<file path="src/rtl/qrisc32_pkg.sv">
// -----------------------------------------------------------------------------
// qrisc32_pkg
// Shared types and constants for the Qrisc32 memory arbiter:
//   owner_t     - which master currently holds the memory port
//   arb_state_t - arbiter FSM states
//   ARB_RUN_W   - width of the consecutive-data-grant run counter
// -----------------------------------------------------------------------------
package qrisc32_pkg;

    localparam int ARB_RUN_W = 4;

    typedef enum logic [1:0] {
        OWN_NONE = 2'd0,
        OWN_I    = 2'd1,
        OWN_D    = 2'd2
    } owner_t;

    typedef enum logic [1:0] {
        ST_IDLE  = 2'd0,
        ST_I_OWN = 2'd1,
        ST_D_OWN = 2'd2
    } arb_state_t;

endpackage

</file>
<file path="src/rtl/qrisc32_arb_stats.sv">
// -----------------------------------------------------------------------------
// qrisc32_arb_stats
// Grant and starvation counters for the Qrisc32 memory arbiter. All counters
// are 16 bits and wrap.
// Ports:
//   clk, reset_n      - clock, asynchronous active-low reset
//   i_done, d_done    - completion strobe of the instruction / data master
//   i_rd              - instruction read request
//   owner             - current port owner
//   stat_i_grants     - instruction completions
//   stat_d_grants     - data completions
//   stat_i_starved    - cycles the fetch master waited while data owned the port
// -----------------------------------------------------------------------------
module qrisc32_arb_stats
    import qrisc32_pkg::*;
(
    input  logic        clk,
    input  logic        reset_n,
    input  logic        i_done,
    input  logic        d_done,
    input  logic        i_rd,
    input  owner_t      owner,
    output logic [15:0] stat_i_grants,
    output logic [15:0] stat_d_grants,
    output logic [15:0] stat_i_starved
);

    always_ff @(posedge clk or negedge reset_n) begin
        if (!reset_n) begin
            stat_i_grants  <= '0;
            stat_d_grants  <= '0;
            stat_i_starved <= '0;
        end else begin
            if (i_done) begin
                stat_i_grants <= stat_i_grants + 16'd1;
            end
            if (d_done) begin
                stat_d_grants <= stat_d_grants + 16'd1;
            end
            if (i_rd && (owner == OWN_D)) begin
                stat_i_starved <= stat_i_starved + 16'd1;
            end
        end
    end

endmodule

</file>
<file path="src/rtl/qrisc32_mem_arb.sv">
// -----------------------------------------------------------------------------
// qrisc32_mem_arb
// Two-master to one-slave Avalon arbiter: the IF-stage fetch master and the
// MEM-stage data master share one memory port. Data wins by default; a run
// counter bounds consecutive data grants while a fetch is pending so the
// fetch master always makes progress. The granted master keeps the port until
// its transfer completes (or it withdraws its request).
//
// Optional feature: define QRISC32_ARB_STATS_EN to build the grant/starvation
// counters; otherwise the stat ports are tied to zero.
//
// Ports:
//   clk, reset_n                         - clock, asynchronous active-low reset
//   i_address, i_rd                      - fetch master request
//   i_data_r, i_wait_req                 - fetch master response
//   d_address, d_rd, d_wr, d_data_w      - data master request
//   d_data_r, d_wait_req                 - data master response
//   m_address, m_rd, m_wr, m_data_w      - slave request
//   m_data_r, m_wait_req                 - slave response
//   owner                                - 0 none, 1 instruction, 2 data
//   stat_i_grants, stat_d_grants,
//   stat_i_starved                       - statistics counters
// -----------------------------------------------------------------------------
module qrisc32_mem_arb
    import qrisc32_pkg::*;
#(
    parameter int AW        = 32,
    parameter int DW        = 32,
    parameter int MAX_D_RUN = 4
) (
    input  logic          clk,
    input  logic          reset_n,
    input  logic [AW-1:0] i_address,
    input  logic          i_rd,
    output logic [DW-1:0] i_data_r,
    output logic          i_wait_req,
    input  logic [AW-1:0] d_address,
    input  logic          d_rd,
    input  logic          d_wr,
    input  logic [DW-1:0] d_data_w,
    output logic [DW-1:0] d_data_r,
    output logic          d_wait_req,
    output logic [AW-1:0] m_address,
    output logic          m_rd,
    output logic          m_wr,
    output logic [DW-1:0] m_data_w,
    input  logic [DW-1:0] m_data_r,
    input  logic          m_wait_req,
    output logic [1:0]    owner,
    output logic [15:0]   stat_i_grants,
    output logic [15:0]   stat_d_grants,
    output logic [15:0]   stat_i_starved
);

    localparam logic [ARB_RUN_W-1:0] MAX_RUN = ARB_RUN_W'(MAX_D_RUN);

    function automatic logic [ARB_RUN_W-1:0] run_sat_inc(input logic [ARB_RUN_W-1:0] v);
        return (v >= MAX_RUN) ? MAX_RUN : v + ARB_RUN_W'(1);
    endfunction

    arb_state_t           state_q;
    owner_t               owner_q;
    logic [ARB_RUN_W-1:0] run_q;
    logic [DW-1:0]        i_data_q;
    logic [DW-1:0]        d_data_q;

    logic d_req;
    logic xfer_done;
    logic i_done;
    logic d_done;
    logic d_rd_done;

    assign d_req = d_rd | d_wr;

    // Slave port routing: in IDLE the port is parked at zero, so an
    // asynchronous reset drops m_rd/m_wr and clears the bus immediately.
    always_comb begin
        m_address = '0;
        m_data_w  = '0;
        m_rd      = 1'b0;
        m_wr      = 1'b0;
        unique case (state_q)
            ST_I_OWN: begin
                m_address = i_address;
                m_rd      = i_rd;
            end
            ST_D_OWN: begin
                m_address = d_address;
                m_data_w  = d_data_w;
                m_wr      = d_wr;
                // Simultaneous read and write is treated as a write.
                m_rd      = d_rd & ~d_wr;
            end
            default: ;
        endcase
    end

    // Outside the OWN states m_rd/m_wr are 0, so xfer_done cannot fire in IDLE.
    assign xfer_done = (m_rd | m_wr) & ~m_wait_req;
    assign i_done    = (state_q == ST_I_OWN) & xfer_done;
    assign d_done    = (state_q == ST_D_OWN) & xfer_done;
    assign d_rd_done = d_done & m_rd;

    assign i_wait_req = ~i_done;
    assign d_wait_req = ~d_done;

    // Read data goes straight through on the completing cycle; otherwise each
    // master sees the last word that was delivered to it.
    assign i_data_r = i_done    ? m_data_r : i_data_q;
    assign d_data_r = d_rd_done ? m_data_r : d_data_q;

    assign owner = owner_q;

    // Arbitration FSM; owner is registered alongside the state.
    always_ff @(posedge clk or negedge reset_n) begin
        if (!reset_n) begin
            state_q <= ST_IDLE;
            owner_q <= OWN_NONE;
            run_q   <= '0;
        end else begin
            unique case (state_q)
                ST_IDLE: begin
                    if (!i_rd) begin
                        run_q <= '0;
                    end
                    if (d_req && (run_q < MAX_RUN)) begin
                        state_q <= ST_D_OWN;
                        owner_q <= OWN_D;
                        if (i_rd) begin
                            run_q <= run_sat_inc(run_q);
                        end
                    end else if (i_rd) begin
                        state_q <= ST_I_OWN;
                        owner_q <= OWN_I;
                        run_q   <= '0;
                    end else if (d_req) begin
                        // Run limit reached but no fetch is waiting.
                        state_q <= ST_D_OWN;
                        owner_q <= OWN_D;
                    end
                end
                ST_I_OWN: begin
                    // A dropped request here is an IF flush: release the port.
                    if (!i_rd || i_done) begin
                        state_q <= ST_IDLE;
                        owner_q <= OWN_NONE;
                    end
                end
                ST_D_OWN: begin
                    if (!d_req || d_done) begin
                        state_q <= ST_IDLE;
                        owner_q <= OWN_NONE;
                    end
                end
                default: begin
                    state_q <= ST_IDLE;
                    owner_q <= OWN_NONE;
                end
            endcase
        end
    end

    // Per-master read data holding registers (datapath, not reset).
    always_ff @(posedge clk) begin
        if (i_done) begin
            i_data_q <= m_data_r;
        end
        if (d_rd_done) begin
            d_data_q <= m_data_r;
        end
    end

`ifdef QRISC32_ARB_STATS_EN
    qrisc32_arb_stats u_stats (
        .clk            (clk),
        .reset_n        (reset_n),
        .i_done         (i_done),
        .d_done         (d_done),
        .i_rd           (i_rd),
        .owner          (owner_q),
        .stat_i_grants  (stat_i_grants),
        .stat_d_grants  (stat_d_grants),
        .stat_i_starved (stat_i_starved)
    );
`else
    assign stat_i_grants  = '0;
    assign stat_d_grants  = '0;
    assign stat_i_starved = '0;
`endif

`ifndef SYNTHESIS
    a_no_rd_wr_together : assert property (@(posedge clk) disable iff (!reset_n) !(d_rd && d_wr))
        else $error("qrisc32_mem_arb: d_rd and d_wr asserted together, treated as write");
`endif

endmodule

</file>
<file path="config.mk">
export PLATFORM = sky130hd
export DESIGN_NAME = qrisc32_mem_arb
export DESIGN_NICKNAME = d
export VERILOG_FILES = /design/src/rtl/qrisc32_pkg.sv /design/src/rtl/qrisc32_arb_stats.sv /design/src/rtl/qrisc32_mem_arb.sv
export SDC_FILE = /design/constraint.sdc
export NUM_CORES = 1
export LEC_CHECK = 0
export ABC_AREA = 1
export CAP_MARGIN = 20
export CORE_MARGIN = 8
export CORE_UTILIZATION = 25
export DETAILED_ROUTE_END_ITERATION = 7
export PLACE_DENSITY = 0.72
export SYNTH_ARGS = -nofsm -noshare
export SYNTH_HDL_FRONTEND = slang
export SYNTH_SLANG_ARGS = --single-unit
</file>
<file path="constraint.sdc">
create_clock -name clk -period 1.7 [get_ports clk]
set_clock_uncertainty 0.1 [all_clocks]
set_input_delay 0.34 -clock clk [delete_from_list [all_inputs] [get_ports clk]]
set_output_delay 0.34 -clock clk [all_outputs]
set_load 0.01 [all_outputs]
</file>
Word-level counts from Yosys, hierarchy flattened
Cells that the tools add are included.
Widths: inputs -> output; s select.
- add/sub/neg operators: 1
- $lt $le $gt $ge: 2
- equal/unequal tests: 5
- multiplexer cells: 15
- bitwise logic cells: 11
- reductions and logical operators: 7
- operators by type and width (operator ; count):
    $mux 32 ; 3
    $pmux 32 s2 ; 1
    $mux 4 ; 3
    $mux 2 ; 5
    $pmux 2 s3 ; 1
    $and 1x1->1 ; 5
    $add 4x1->4 const B ; 1
    $ge 4x3->1 const B ; 1
    $lt 4x3->1 const B ; 1
    $ne 2x1->1 const B ; 2
    $ne 4x4->1 const B ; 1
    $not 1->1 ; 4
    $reduce_and 3->1 ; 1
    $eq 2x1->1 const B ; 1
    $eq 2x2->1 const B ; 1
    $logic_not 1->1 ; 2
    $logic_not 2->1 ; 1
    $logic_or 1x1->1 ; 2
    $or 1x1->1 ; 2
    $pmux 1 s2 ; 1
    $logic_and 1x1->1 ; 1
    $mux 1 ; 1
- register bits after elaboration: 70
- input port bits: 134
- output and inout port bits: 182
- logic and storage cells: 45

Depth between registers and ports, before layout
- depth after elaboration: 9
- depth in mapped cells: 12
- depth with buffers taken out: 11

Worst setup path before layout
Ideal clock, no wire load.
- path type: reg2out
- start point: register, netlist name owner[0]
- end point: output d_data_r[12]
- arrival: 1656 ps
- required time: 1260 ps
- path slack: -396 ps
- cell stages (with the launch flop): 11
- path buffers: 2
- cell sequence: dfrtp_1 -> inv_1 -> ha_1 -> buf_4 -> nand3_1 -> nand2_1 -> nand2_2 -> inv_2 -> nand3_4 -> buf_2 -> o21ai_0
- RTL lines (element ; line ; RTL):
    end: declaration ; qrisc32_mem_arb.sv:41 ; output logic [DW-1:0] d_data_r,

==> results.json <==
{
  "status": "finished with violations",
  "failed_checks": "negative setup slack",
  "cts_buffers": 9,
  "clockPowerShare_pct": 15.0,
  "crit_fanout": 5,
  "synth_seq_area_share_pct": 39.4,
  "yosysWarnings": 0,
  "gp_congestion": 0.757,
  "synth_top_area_share_pct": 35.2,
  "critPathLaunchType": "register",
  "reg2reg_to": "i_data_q[24]",
  "num-nets-final": 966,
  "finalSetupTns_ns": -84.20,
  "diodes": 0,
  "vias_per_cell": 4.16,
  "fin_ws_ns": -0.809,
  "max_freq_ghz": 0.399,
  "post-route-period-util_pct": 148,
  "p_int_uw": 7700,
  "io_pins": 316,
  "grt_overflow_total": 0,
  "antenna_found_initial": 0,
  "grt_usage_pct": 16.0,
  "seqPwrFrac_pct": 21.2,
  "synth_area_leader_cell": "dfxtp_1",
  "syn2layout_area_growth_pct": 129,
  "yosys.cell_types.count": 23,
  "rows": 44,
  "switching_share_pct": 39.1,
  "hold_class": "in -> async",
  "leakagePower_uw": 0.00390,
  "drt-initial-drc-count": 88,
  "grt_first_pass_wirelength_um": 23200,
  "cts_tree": "yes",
  "comb_power_share_pct": 63.8,
  "drive_gt1_share_pct": 45.6,
  "hpwlAfterDp_um": 12000,
  "synth.avg_cell_area_um2": 7.03,
  "clk_latency_ns": 0.33,
  "syn_inst": 517,
  "die_w_um": 137,
  "wirelength_um": 17500,
  "n_fill_cell": 1255,
  "power_density_nw_per_um2": 1520,
  "die_h_um": 137,
  "drc": 0,
  "cts_root_buf": "clkbuf_16",
  "syn_area_um2": 3630,
  "ant_nets": 0,
  "max_cap_violations": 0,
  "final_cells": 1017,
  "grt_pass1_vias": 4084,
  "reg2reg_from": "owner[0]",
  "utilization_pct": 58.0,
  "grt_max_degree": 41,
  "dp_cells": 962,
  "cts.sinks": 70,
  "synthTopCellsByArea": "dfxtp_1, nand2_1, buf_4, inv_1, o21ai_2",
  "worst_ep_required_time_ns": 1.26,
  "hold_buffers": 0,
  "rsz0062_at_grt": "yes",
  "end_kind": "primary output",
  "clockBufferDepth": 2,
  "reg2reg_slack_ns": -0.19,
  "io_buffers": 267,
  "vias": 4232,
  "core_um2": 14400,
  "die-area_um2": 18700,
  "setup_violations": 179,
  "ys_ff_latch": 70,
  "r2r_cells": 13,
  "initial_core_util_pct": 25.3,
  "timing_hold_violations_final": 0,
  "finalCriticalPeriod_ns": 2.51,
  "dr.pass1.iters": 4,
  "peakVddDrop_mv": 1.08,
  "p_switching_uw": 4950,
  "critical_path_class": "reg -> out",
  "drt-wirelength-per-cell_um": 17.2,
  "arrival_ns": 2.07,
  "drv_slew": 0,
  "dp_slack_ns": -0.985,
  "htree_num_levels": 3,
  "cts.clk_slew.worst_paths_ns": 0.06
}
-- sequential cells by signal, summed over array words and instances, names as in the netlist --
| register | flops |
|---|---|
| i_data_q | 32 |
| owner | 2 |
| run_q | 4 |
| d_data_q | 32 |
-- worst max-delay path by stage --
stage	start	end	slack (ns)	cells past startpoint
after floorplan	owner[0]	i_data_r[22]	-0.30	11
after global placement	d_wr	i_data_r[15]	-0.96	11
after detailed placement	d_rd	d_data_r[28]	-0.98	9
after CTS	owner[0]	d_data_r[30]	-0.82	12
after global routing	owner[0]	d_data_r[4]	-0.91	11
final	owner[0]	d_data_r[4]	-0.81	11
-- stage by stage --
| step | total power (µW) | hold WS, ns | area (µm²) |
|---|---|---|---|
| 6_report | 12600 | 0.163 | 8340 |
| 2_1_floorplan | 5670 | -0.0556 | 4230 |
| 5_1_grt | 13400 | 0.172 | 8340 |
| 3_3_place_gp | 8820 | 0.328 | 6840 |
| 4_1_cts | 10900 | 0.164 | 7350 |
| 3_5_place_dp | 8870 | 0.332 | 6840 |
-- power by group through the flow --
stage / combinational [µW] / sequential [µW] / clock [µW]
floorplan: 3170 / 2500 / 0
global placement: 6310 / 2510 / 0
detailed placement: 6340 / 2530 / 0
CTS: 6430 / 2550 / 1930
global route: 8640 / 2750 / 1990
finish: 8070 / 2680 / 1900
-- layout make-up --
| class | instances | area, µm² | area share (%) |
|---|---|---|---|
| Tap cell | 184 | 230 | 2.76 |
| Timing Repair Buffer | 329 | 3470 | 41.6 |
| Inverter | 76 | 295 | 3.54 |
| Clock buffer | 11 | 243 | 2.91 |
| Multi-Input combinational cell | 342 | 2610 | 31.3 |
| Sequential cell | 70 | 1430 | 17.2 |
| Clock inverter | 5 | 57.6 | 0.690 |
-- per-layer routing --
layer | up-vias | wire [µm] | GRT usage, %
li1 | 2106 | - | -
met4 | 0 | 99 | 3.78
met1 | 1939 | 6380 | 17.5
met2 | 177 | 9140 | 28.4
met5 | - | 0 | 0
met3 | 10 | 1840 | 6.42
-- Yosys cell counts --
cell type	n
buf_6	6
nand3_2	1
a22o_1	1
o21ai_1	27
nand2_2	2
clkbuf_1	7
buf_4	50
nor3_1	1
dfxtp_1	64
a21oi_1	32
buf_1	3
ha_1	4
conb_1	1
nor2_1	5
buf_2	10
inv_2	1
nand3_4	1
o21ai_0	17
inv_1	75
dfrtp_1	6
nand3_1	7
nand2_1	174
o21ai_2	22
-- kinds of logic after synthesis --
family,Yosys count,share of synthesized area (%)
AND/OR/NAND/NOR,191,20.7
buffers and inverters,152,22.4
AO/OA/AOI/OAI,99,16.0
flip-flops,70,39.4
adder cells (fa/ha/maj),4,1.38
other,1,0.103
-- worst max-delay path, stage by stage (launching register included) --
cell	delay, ns
dfrtp_2	0.43
inv_4	0.08
ha_4	0.15
nand3_2	0.08
nand2_2	0.07
nand2_2	0.06
inv_2	0.07
nand3_4	0.08
buf_8	0.15
bufbuf_16	0.27
o21ai_4	0.16
buf_6	0.12
-- cells in the final DEF, fill, tap and decap left out, drive strengths merged --
cell type,instances
dlygate4sd2,2
buf,171
bufinv,1
nand3,9
a21oi,32
clkbuf,18
a22o,1
nor2,5
nand2,176
bufbuf,1
conb,48
dfrtp,6
o21ai,66
ha,4
dfxtp,64
inv,77
clkdlybuf4s50,148
clkinv,3
nor3,1
-- repair_timing --
action | CTS | global route
setup buffers | 9 | 19
hold endpoints to repair | 0 | 0
gates cloned | 10 | 7
gates resized for setup | 457 | 296
pin swaps | 3 | 8
setup endpoints to repair | 182 | 200
Power figures use the tool's default switching activity.
